**config.mk**
```make
export PLATFORM = sky130hd
export DESIGN_NAME = i2c_cfg_seq
export DESIGN_NICKNAME = d
export VERILOG_FILES = /design/src/rtl/i2c_cfg_seq.sv
export SDC_FILE = /design/constraint.sdc
export NUM_CORES = 1
export LEC_CHECK = 0
export ABC_CLOCK_PERIOD_IN_PS = 4300
export CORE_ASPECT_RATIO = 0.6
export CORE_MARGIN = 4
export CORE_UTILIZATION = 45
export CTS_BUF_LIST = sky130_fd_sc_hd__clkbuf_8
export DETAILED_ROUTE_END_ITERATION = 8
export PLACE_DENSITY = 0.62
export RECOVER_POWER = 100
export SLEW_MARGIN = 15
export SYNTH_ARGS = -nofsm -noshare
export SYNTH_HDL_FRONTEND = slang
export SYNTH_SLANG_ARGS = --single-unit
```
**constraint.sdc**
```tcl
create_clock -name sys_clk -period 4.3 [get_ports sys_clk]
set_input_delay 0.645 -clock sys_clk [delete_from_list [all_inputs] [get_ports sys_clk]]
set_output_delay 0.645 -clock sys_clk [all_outputs]
set_load 0.05 [all_outputs]
```
**src/rtl/i2c_cfg_seq.sv**
```systemverilog
// Codec configuration sequencer: walks a fixed register table and issues
// START / DEV / HI / LO / STOP requests to an I2C byte engine, with per-entry
// retry, a response timeout and sticky done/error status.
module i2c_cfg_seq #(
  parameter logic [7:0]  DEV_ADDR  = 8'h34,
  parameter logic [15:0] TIMEOUT   = 16'd50000,
  parameter int unsigned MAX_RETRY = 2
) (
  input  logic       sys_clk,
  input  logic       sys_rst_n,
  input  logic       go,
  output logic       i2c_start,
  output logic       i2c_write,
  output logic       i2c_stop,
  output logic [7:0] i2c_data,
  input  logic       i2c_cmd_ok,
  input  logic       i2c_cmd_err,
  output logic       busy,
  output logic       done,
  output logic       error,
  output logic [3:0] err_index
);

  localparam int unsigned N_ENTRIES = 11;
  localparam int unsigned RETRY_W   = (MAX_RETRY > 1) ? $clog2(MAX_RETRY + 1) : 1;

  typedef enum logic [3:0] {
    IDLE, START, DEV, HI, LO, STOP, NEXT, RSTOP, FIN
  } state_e;

  state_e               state_q, state_d;
  logic [3:0]           entry_q, entry_d;
  logic [RETRY_W-1:0]   retry_q, retry_d;
  logic [15:0]          tmo_q, tmo_d;
  logic                 done_q, done_d;
  logic                 error_q, error_d;
  logic [3:0]           err_idx_q, err_idx_d;
  logic                 start_q, start_d;
  logic                 write_q, write_d;
  logic                 stop_q, stop_d;
  logic [7:0]           data_q, data_d;
  logic                 busy_q, busy_d;

  logic                 req_act;
  logic                 tmo_hit;
  logic                 rsp_err;
  logic                 rsp_ok;
  logic [15:0]          cur_entry;

  // Register table: {reg[6:0], val[8:0]}
  function automatic logic [15:0] cfg_entry(input logic [3:0] idx);
    case (idx)
      4'd0:    cfg_entry = {7'h0F, 9'h000};
      4'd1:    cfg_entry = {7'h00, 9'h017};
      4'd2:    cfg_entry = {7'h01, 9'h017};
      4'd3:    cfg_entry = {7'h02, 9'h079};
      4'd4:    cfg_entry = {7'h03, 9'h079};
      4'd5:    cfg_entry = {7'h04, 9'h012};
      4'd6:    cfg_entry = {7'h05, 9'h000};
      4'd7:    cfg_entry = {7'h06, 9'h000};
      4'd8:    cfg_entry = {7'h07, 9'h002};
      4'd9:    cfg_entry = {7'h08, 9'h000};
      4'd10:   cfg_entry = {7'h09, 9'h001};
      default: cfg_entry = 16'h0000;
    endcase
  endfunction

  // Response qualification: only while a request is up; error (or timeout) wins over ok
  always_comb begin
    req_act = (state_q == START) || (state_q == DEV) || (state_q == HI) ||
              (state_q == LO) || (state_q == STOP) || (state_q == RSTOP);
    tmo_hit = req_act && (tmo_q == (TIMEOUT - 16'd1));
    rsp_err = req_act && (i2c_cmd_err || tmo_hit);
    rsp_ok  = req_act && i2c_cmd_ok && !rsp_err;
  end

  // State and all registered outputs
  always_ff @(posedge sys_clk or negedge sys_rst_n) begin
    if (!sys_rst_n) begin
      state_q   <= IDLE;
      entry_q   <= 4'd0;
      retry_q   <= '0;
      tmo_q     <= 16'd0;
      done_q    <= 1'b0;
      error_q   <= 1'b0;
      err_idx_q <= 4'd0;
      start_q   <= 1'b0;
      write_q   <= 1'b0;
      stop_q    <= 1'b0;
      data_q    <= 8'h00;
      busy_q    <= 1'b0;
    end else begin
      state_q   <= state_d;
      entry_q   <= entry_d;
      retry_q   <= retry_d;
      tmo_q     <= tmo_d;
      done_q    <= done_d;
      error_q   <= error_d;
      err_idx_q <= err_idx_d;
      start_q   <= start_d;
      write_q   <= write_d;
      stop_q    <= stop_d;
      data_q    <= data_d;
      busy_q    <= busy_d;
    end
  end

  // Next-state, sequencing counters and sticky status
  always_comb begin
    state_d   = state_q;
    entry_d   = entry_q;
    retry_d   = retry_q;
    tmo_d     = tmo_q;
    done_d    = done_q;
    error_d   = error_q;
    err_idx_d = err_idx_q;
    case (state_q)
      IDLE: begin
        if (go) begin
          done_d    = 1'b0;
          error_d   = 1'b0;
          err_idx_d = 4'd0;
          entry_d   = 4'd0;
          retry_d   = '0;
          state_d   = START;
        end
      end
      START: begin
        if (rsp_err)     state_d = RSTOP;
        else if (rsp_ok) state_d = DEV;
      end
      DEV: begin
        if (rsp_err)     state_d = RSTOP;
        else if (rsp_ok) state_d = HI;
      end
      HI: begin
        if (rsp_err)     state_d = RSTOP;
        else if (rsp_ok) state_d = LO;
      end
      LO: begin
        if (rsp_err)     state_d = RSTOP;
        else if (rsp_ok) state_d = STOP;
      end
      STOP: begin
        if (rsp_err)     state_d = RSTOP;
        else if (rsp_ok) state_d = NEXT;
      end
      NEXT: begin
        if (entry_q == 4'(N_ENTRIES - 1)) begin
          state_d = FIN;
        end else begin
          entry_d = entry_q + 4'd1;
          retry_d = '0;
          state_d = START;
        end
      end
      RSTOP: begin
        if (rsp_err || rsp_ok) begin
          if (retry_q < RETRY_W'(MAX_RETRY)) begin
            retry_d = retry_q + RETRY_W'(1);
            state_d = START;
          end else begin
            error_d   = 1'b1;
            err_idx_d = entry_q;
            state_d   = IDLE;
          end
        end
      end
      FIN: begin
        done_d  = 1'b1;
        state_d = IDLE;
      end
      default: state_d = IDLE;
    endcase
    // Timeout counter restarts on every state change, runs while a request is up
    if (state_d != state_q) tmo_d = 16'd0;
    else if (req_act)       tmo_d = tmo_q + 16'd1;
  end

  // Request outputs decoded from the upcoming state so they register with it
  always_comb begin
    start_d   = 1'b0;
    write_d   = 1'b0;
    stop_d    = 1'b0;
    data_d    = 8'h00;
    busy_d    = (state_d != IDLE);
    cur_entry = cfg_entry(entry_d);
    case (state_d)
      START: start_d = 1'b1;
      DEV: begin
        write_d = 1'b1;
        data_d  = DEV_ADDR;
      end
      HI: begin
        write_d = 1'b1;
        data_d  = cur_entry[15:8];
      end
      LO: begin
        write_d = 1'b1;
        data_d  = cur_entry[7:0];
      end
      STOP, RSTOP: stop_d = 1'b1;
      default: ;
    endcase
  end

  assign i2c_start = start_q;
  assign i2c_write = write_q;
  assign i2c_stop  = stop_q;
  assign i2c_data  = data_q;
  assign busy      = busy_q;
  assign done      = done_q;
  assign error     = error_q;
  assign err_index = err_idx_q;

endmodule

```
# Yosys cells after proc, flatten, opt, wreduce, memory -nomap -nowiden
# Memories as Yosys holds them, arrays and structs flattened.
# Cells that the tools add are included.
dict set report totals {
  romBits 176
  wordCells 100
  input_bits 5
  ff_bits 44
  n_memories 1
}
dict set report classes {
  magnitude_cmp 1
  n_mux 38
  n_reduce_logical 23
  eq_ne 22
  n_addsub 3
}
# name depth width rd rd_ports_with_merged_regs wr line_no
set mem_list {}
lappend mem_list {{(no name shown)} 16 11 1 0 0 52} ;# case (idx)
# operator count
set op_table {}
lappend op_table {{4-bit two-way mux} 18}
lappend op_table {{16-bit two-way mux} 2}
lappend op_table {{4-bit one-hot mux with 8 select lines} 1}
lappend op_table {{4-bit by 3-bit equality test with 1-bit output (second input constant)} 7}
lappend op_table {{8-bit one-hot mux with 3 select lines} 1}
lappend op_table {{16-bit by 1-bit adder with 16-bit output (second input constant)} 1}
lappend op_table {{16-bit equality test (second input constant)} 1}
lappend op_table {{4-bit by 2-bit equality test with 1-bit output (second input constant)} 4}
lappend op_table {{4-bit one-hot mux with 2 select lines} 2}
lappend op_table {{4-bit by 1-bit equality test with 1-bit output (second input constant)} 2}
lappend op_table {{4-bit equality test (second input constant)} 2}
lappend op_table {{2-bit two-way mux} 4}
lappend op_table {{1-bit logical OR} 7}
lappend op_table {{1-bit two-way mux} 7}
lappend op_table {{2-bit inequality test (second input constant)} 3}
lappend op_table {{2-bit one-hot mux with 3 select lines} 1}
lappend op_table {{2-bit nonzero test} 3}
lappend op_table {{5-bit AND reduction} 1}
lappend op_table {{4-bit by 1-bit adder with 4-bit output (second input constant)} 1}
lappend op_table {{1-bit logical AND} 4}
lappend op_table {{4-bit zero test} 1}
lappend op_table {{2-bit by 1-bit inequality test with 1-bit output (second input constant)} 2}
lappend op_table {{4-bit inequality test} 1}
lappend op_table {{1-bit one-hot mux with 2 select lines} 2}
lappend op_table {{9 further kinds} 9}

# Logic depth before layout (Yosys ltp)
dict set report depth {
  ltp_word 17
  ltp_mapped 11
  ltp_nobuf 11
}

# Worst setup path after synthesis
# Ideal clock, no wire load.
dict set report synth_path {
  kind {register to register}
  start {register tmo_q[4]}
  end {register busy_q, in the netlist busy}
  stages_incl_launch_ff 7
  setup_time_ps 139
  path_slack_ps 1632
  n_path_buf 0
  required_ps 4161
  arrival_ps 2530
  cell_sequence {dfrtp_1 > or4b_4 > o41ai_4 > nor4_2 > nor4_4 > inv_2 > or4_1}
}
dict set report synth_between {
  elab_chain_cells 10
  elab_cells_between_ends 20
  cone_classes {eq/ne (1); mux (12); reduce/logical (7)}
}
# item line_no
set synth_lines {}
lappend synth_lines {{start: declaration} 34} ;# logic [15:0] tmo_q, tmo_d;
lappend synth_lines {{start signal: assignment} 96} ;# tmo_q <= tmo_d;
lappend synth_lines {{16-bit equality test *} 72} ;# tmo_hit = req_act && (tmo_q == (TIMEOUT - 16'd1));
lappend synth_lines {{1-bit logical AND *} 72}
lappend synth_lines {{1-bit logical OR *} 73} ;# rsp_err = req_act && (i2c_cmd_err || tmo_hit);
lappend synth_lines {{1-bit logical AND *} 73}
lappend synth_lines {{1-bit zero test} 74} ;# rsp_ok = req_act && i2c_cmd_ok && !rsp_err;
lappend synth_lines {{1-bit logical AND} 74}
lappend synth_lines {{4-bit two-way mux (tied with other cells)} 146} ;# else if (rsp_ok) state_d = NEXT;
lappend synth_lines {{4-bit two-way mux (tied with other cells)} 145} ;# if (rsp_err) state_d = RSTOP;
lappend synth_lines {{4-bit one-hot mux with 8 select lines *} 117} ;# case (state_q)
lappend synth_lines {{net state_d[0]} 31} ;# state_e state_q, state_d;
lappend synth_lines {{4-bit nonzero test *} 186} ;# busy_d = (state_d != IDLE);
lappend synth_lines {{net busy_d} 42} ;# logic busy_q, busy_d;
lappend synth_lines {{end signal: assignment} 104} ;# busy_q <= busy_d;
lappend synth_lines {{end: declaration} 42}
# Mark *: on every way through the listed nets, which the timed path passes. The rest lies on a longest branch.
# A chain may end at the register's enable or synchronous reset.

# Worst setup path in the final report
# Same ends and word-level chain as after synthesis.

==> metrics <==
FP Rows=20; cts hold-fix bufs=0; post-synth top area cell=dfrtp_1; final WL=5.36 mm; Pre-Repair DR Iteration Count=4; Max-Cap Viols=1; Worst Setup End Kind=flip-flop; largest net degree at the start of global routing=between 40 and 50; WHS Path Cells=2; Multi-input gate area=1210 um^2; Final Critical Period=approximately 3.3 ns; Avg Cell Area, Syn=around 9.4 um^2; root buf cell=clkbuf_8; post-synthesis mux area share=2.19%; sequential fraction of the synthesis area=44.9%; die area=around 6600 um^2; DR WL/cell=around 16 um; CP Launch Type=flip-flop; placer congestion estimate=about 0.86; number of synthesized flops with an enable pin=0; via density per instance=roughly 5.5; synthesized area=2400 um^2; count of cell types in the netlist=51; Worst Clk Skew=between 0.008 and 0.009 ns; # nets final=289; Synth Register Bits=between 40 and 50; outcome=complete, but fails checks; setup violators final=0; remaining global-route overflow=0; vias in the first global route=~1700; synthesis-to-layout area growth=14.9%; GRT Util Overall=around 18%; Worst VDD drop=0.379 mV; R2R cell count=6; Tightest Pin Transition=between 2 and 2.5 ns; DRT iter0 DRCs=145; Synth async-reset ratio=between 90% and 100%; count leader, synth=dfrtp_1; Initial Util=a little under half; Finished Layout Cells=approximately 340; Hold Crit Class=flip-flop to flip-flop; ANT nets after route=0; pwr dens=696 nW/um^2; fill cell count=~480; Inst Count DP=335; I/O pin total=23; Gate Count Post-Synth=between 200 and 300; Core Area=5100 um^2; Worst Path Required=between 4 and 5 ns; H-tree levels=2; hold_ws=slightly below 0.5 ns; top cells by area, synth=dfrtp_1 (45%), nor2_1 (5.2%), ha_1 (4.2%); Final Hold Vio Count=0; critical path fanouts, max=10; fin crit share=about three quarters; worst r2r src=tmo_q[4]; area occupied by registers=between 1000 and 1500 um^2; clock-pin slew on the worst setup and hold paths=approximately 0.090 ns; PostCTS Resize Cnt=0; count of input and output buffers=21; Synth Area in XOR/XNOR=under 10%; area share of fa/ha/maj cells after synthesis=between 4 and 5%; DIE HEIGHT=between 60 and 70 um; later-pin clock latency in the skew report=0.30 ns; hold_sp=error; crit path DAT=3.48 ns; global-route wire length before repair=approximately 9.2 mm; setup_tns=0 ns; Crit Path Class=flip-flop to flip-flop; CTS Buffer Depth=2; Crit Reg-Reg Endpoint=busy; Final Util=a little over half; synth warn=0; syn_nets=269; DR vias=approximately 1900; Num CTS Buffers=5; CTS tree=yes; dpl hpwl=3.88 mm; complex-gate fraction of the synthesized area=14.6%; crit path cell chain=or4b_1, o41ai_4, nor4_1, nor4_4, inv_1, or4_1; failing checks=max-capacitance violations, max-slew violations; largest family of logic cells by synthesized area=simple AND/OR/NAND/NOR gates; CTS sink cnt=43; # diodes=0; ratio of cells with drive above 1 in the final layout=a little over 5%; Die Wd=~100 um; dominant synthesized flop cell=dfrtp_1; DRC Markers=0; Crit path largest cell delay=0.63 ns; FF-to-FF setup slack=between 0.9 and 1 ns; Pleak=1.23 nW; initial antenna violation count=0; postcts setup bufs=0; max_slew headroom=-55.2%; Endpoint, Worst Hold=error; Synth top area share=between 40% and 50%; RSZ-0062 raised after global routing=false; Post-Synth Simple-Gate Area=between 20% and 30%; Pins Over Slew Limit=44; maximum clock frequency=303 MHz; slowest CP cell=or4b_1; top cells by count, synth=dfrtp_1 (43), nor2_1 (33), nand2_1 (20)
registers in the layout, indices dropped and copies added (netlist names):
| name | cells |
|---|---|
| i2c_start | 1 |
| entry_q | 4 |
| error | 1 |
| busy | 1 |
| tmo_q | 16 |
| state_q | 4 |
| err_index | 4 |
| i2c_data | 7 |
| done | 1 |
| i2c_stop | 1 |
| i2c_write | 1 |
| retry_q | 2 |
report_power, final:
| part | internal (W) | switching (W) |
|---|---|---|
| sequential | 0.000498 | 0.000108 |
| combinational | 0.000338 | 0.000646 |
| clock | 0.000175 | 0.000151 |
routing by layer:
| metal | part of all wire (%) | routed length [um] | vias up | global-route usage (%) |
|---|---|---|---|---|
| met1 | 58 | 3120 | 906 | 30.9 |
| met4 | 0.88 | 47 | 0 | 4.42 |
| met2 | 35 | 1900 | 41 | 20.7 |
| met3 | 5.4 | 288 | 5 | 4.84 |
| li1 | - | - | 943 | - |
| met5 | 0 | 0 | - | 0 |
worst max-delay path, delay by kind of cell, from the launching register on:
kind / cells / cell delay [ns]
flops: 1 / 0.44
buf+inv: 1 / 0.21
compound gates: 1 / 0.62
simple gates: 4 / 1.91
layout make-up:
type,instances,area share [%]
clock inverter,3,1.68
sequential,43,39.0
inverter,17,2.32
multi-input combinational,186,43.8
clock buffer,5,2.50
timing repair buffer,23,7.67
tap,66,3.00
cell families (layout without fill, tap and decap cells):
kind of cell    after synthesis  after routing
other cells                   1              1
buf+inv                      27             48
flops                        43             43
mux                           5              5
fa+ha+maj                     9              9
simple gates                106            106
compound gates               49             49
xor+xnor                     16             16
cell usage in the layout, fill, tap and decap left out, types with 4 or more instances in the layout:
master,count
a21oi_1,11
and2_1,4
clkbuf_8,5
dfrtp_1,43
dlygate4sd3_1,17
ha_1,8
inv_1,16
nand2_1,20
nand3_1,12
nand4_1,6
nor2_1,33
nor3_1,5
nor4_1,4
o21ai_0,12
o22ai_1,4
xnor2_1,5
xor2_1,11
through the flow:
| stage | setup WS (ns) | total power, W | area (um^2) |
|---|---|---|---|
| global route | 0.798 | 0.00207 | 2760 |
| finish | 0.996 | 0.00192 | 2760 |
| floorplan | 1.63 | 0.00134 | 2400 |
| detailed placement | 0.965 | 0.00163 | 2660 |
| CTS | 1.17 | 0.00196 | 2780 |
| global placement | 1.09 | 0.00163 | 2660 |
worst max-delay path by stage:
| stage | start | endpoint | slack, ns |
|---|---|---|---|
| after global routing | tmo_q[4] | busy | 0.80 |
| final | tmo_q[4] | busy | 1.0 |
| after global placement | go | i2c_data[4] | 1.09 |
| after CTS | tmo_q[4] | busy | 1.17 |
| after floorplan | tmo_q[4] | busy | 1.63 |
| after detailed placement | go | i2c_data[4] | 0.97 |
Power figures use the tool's default switching activity.
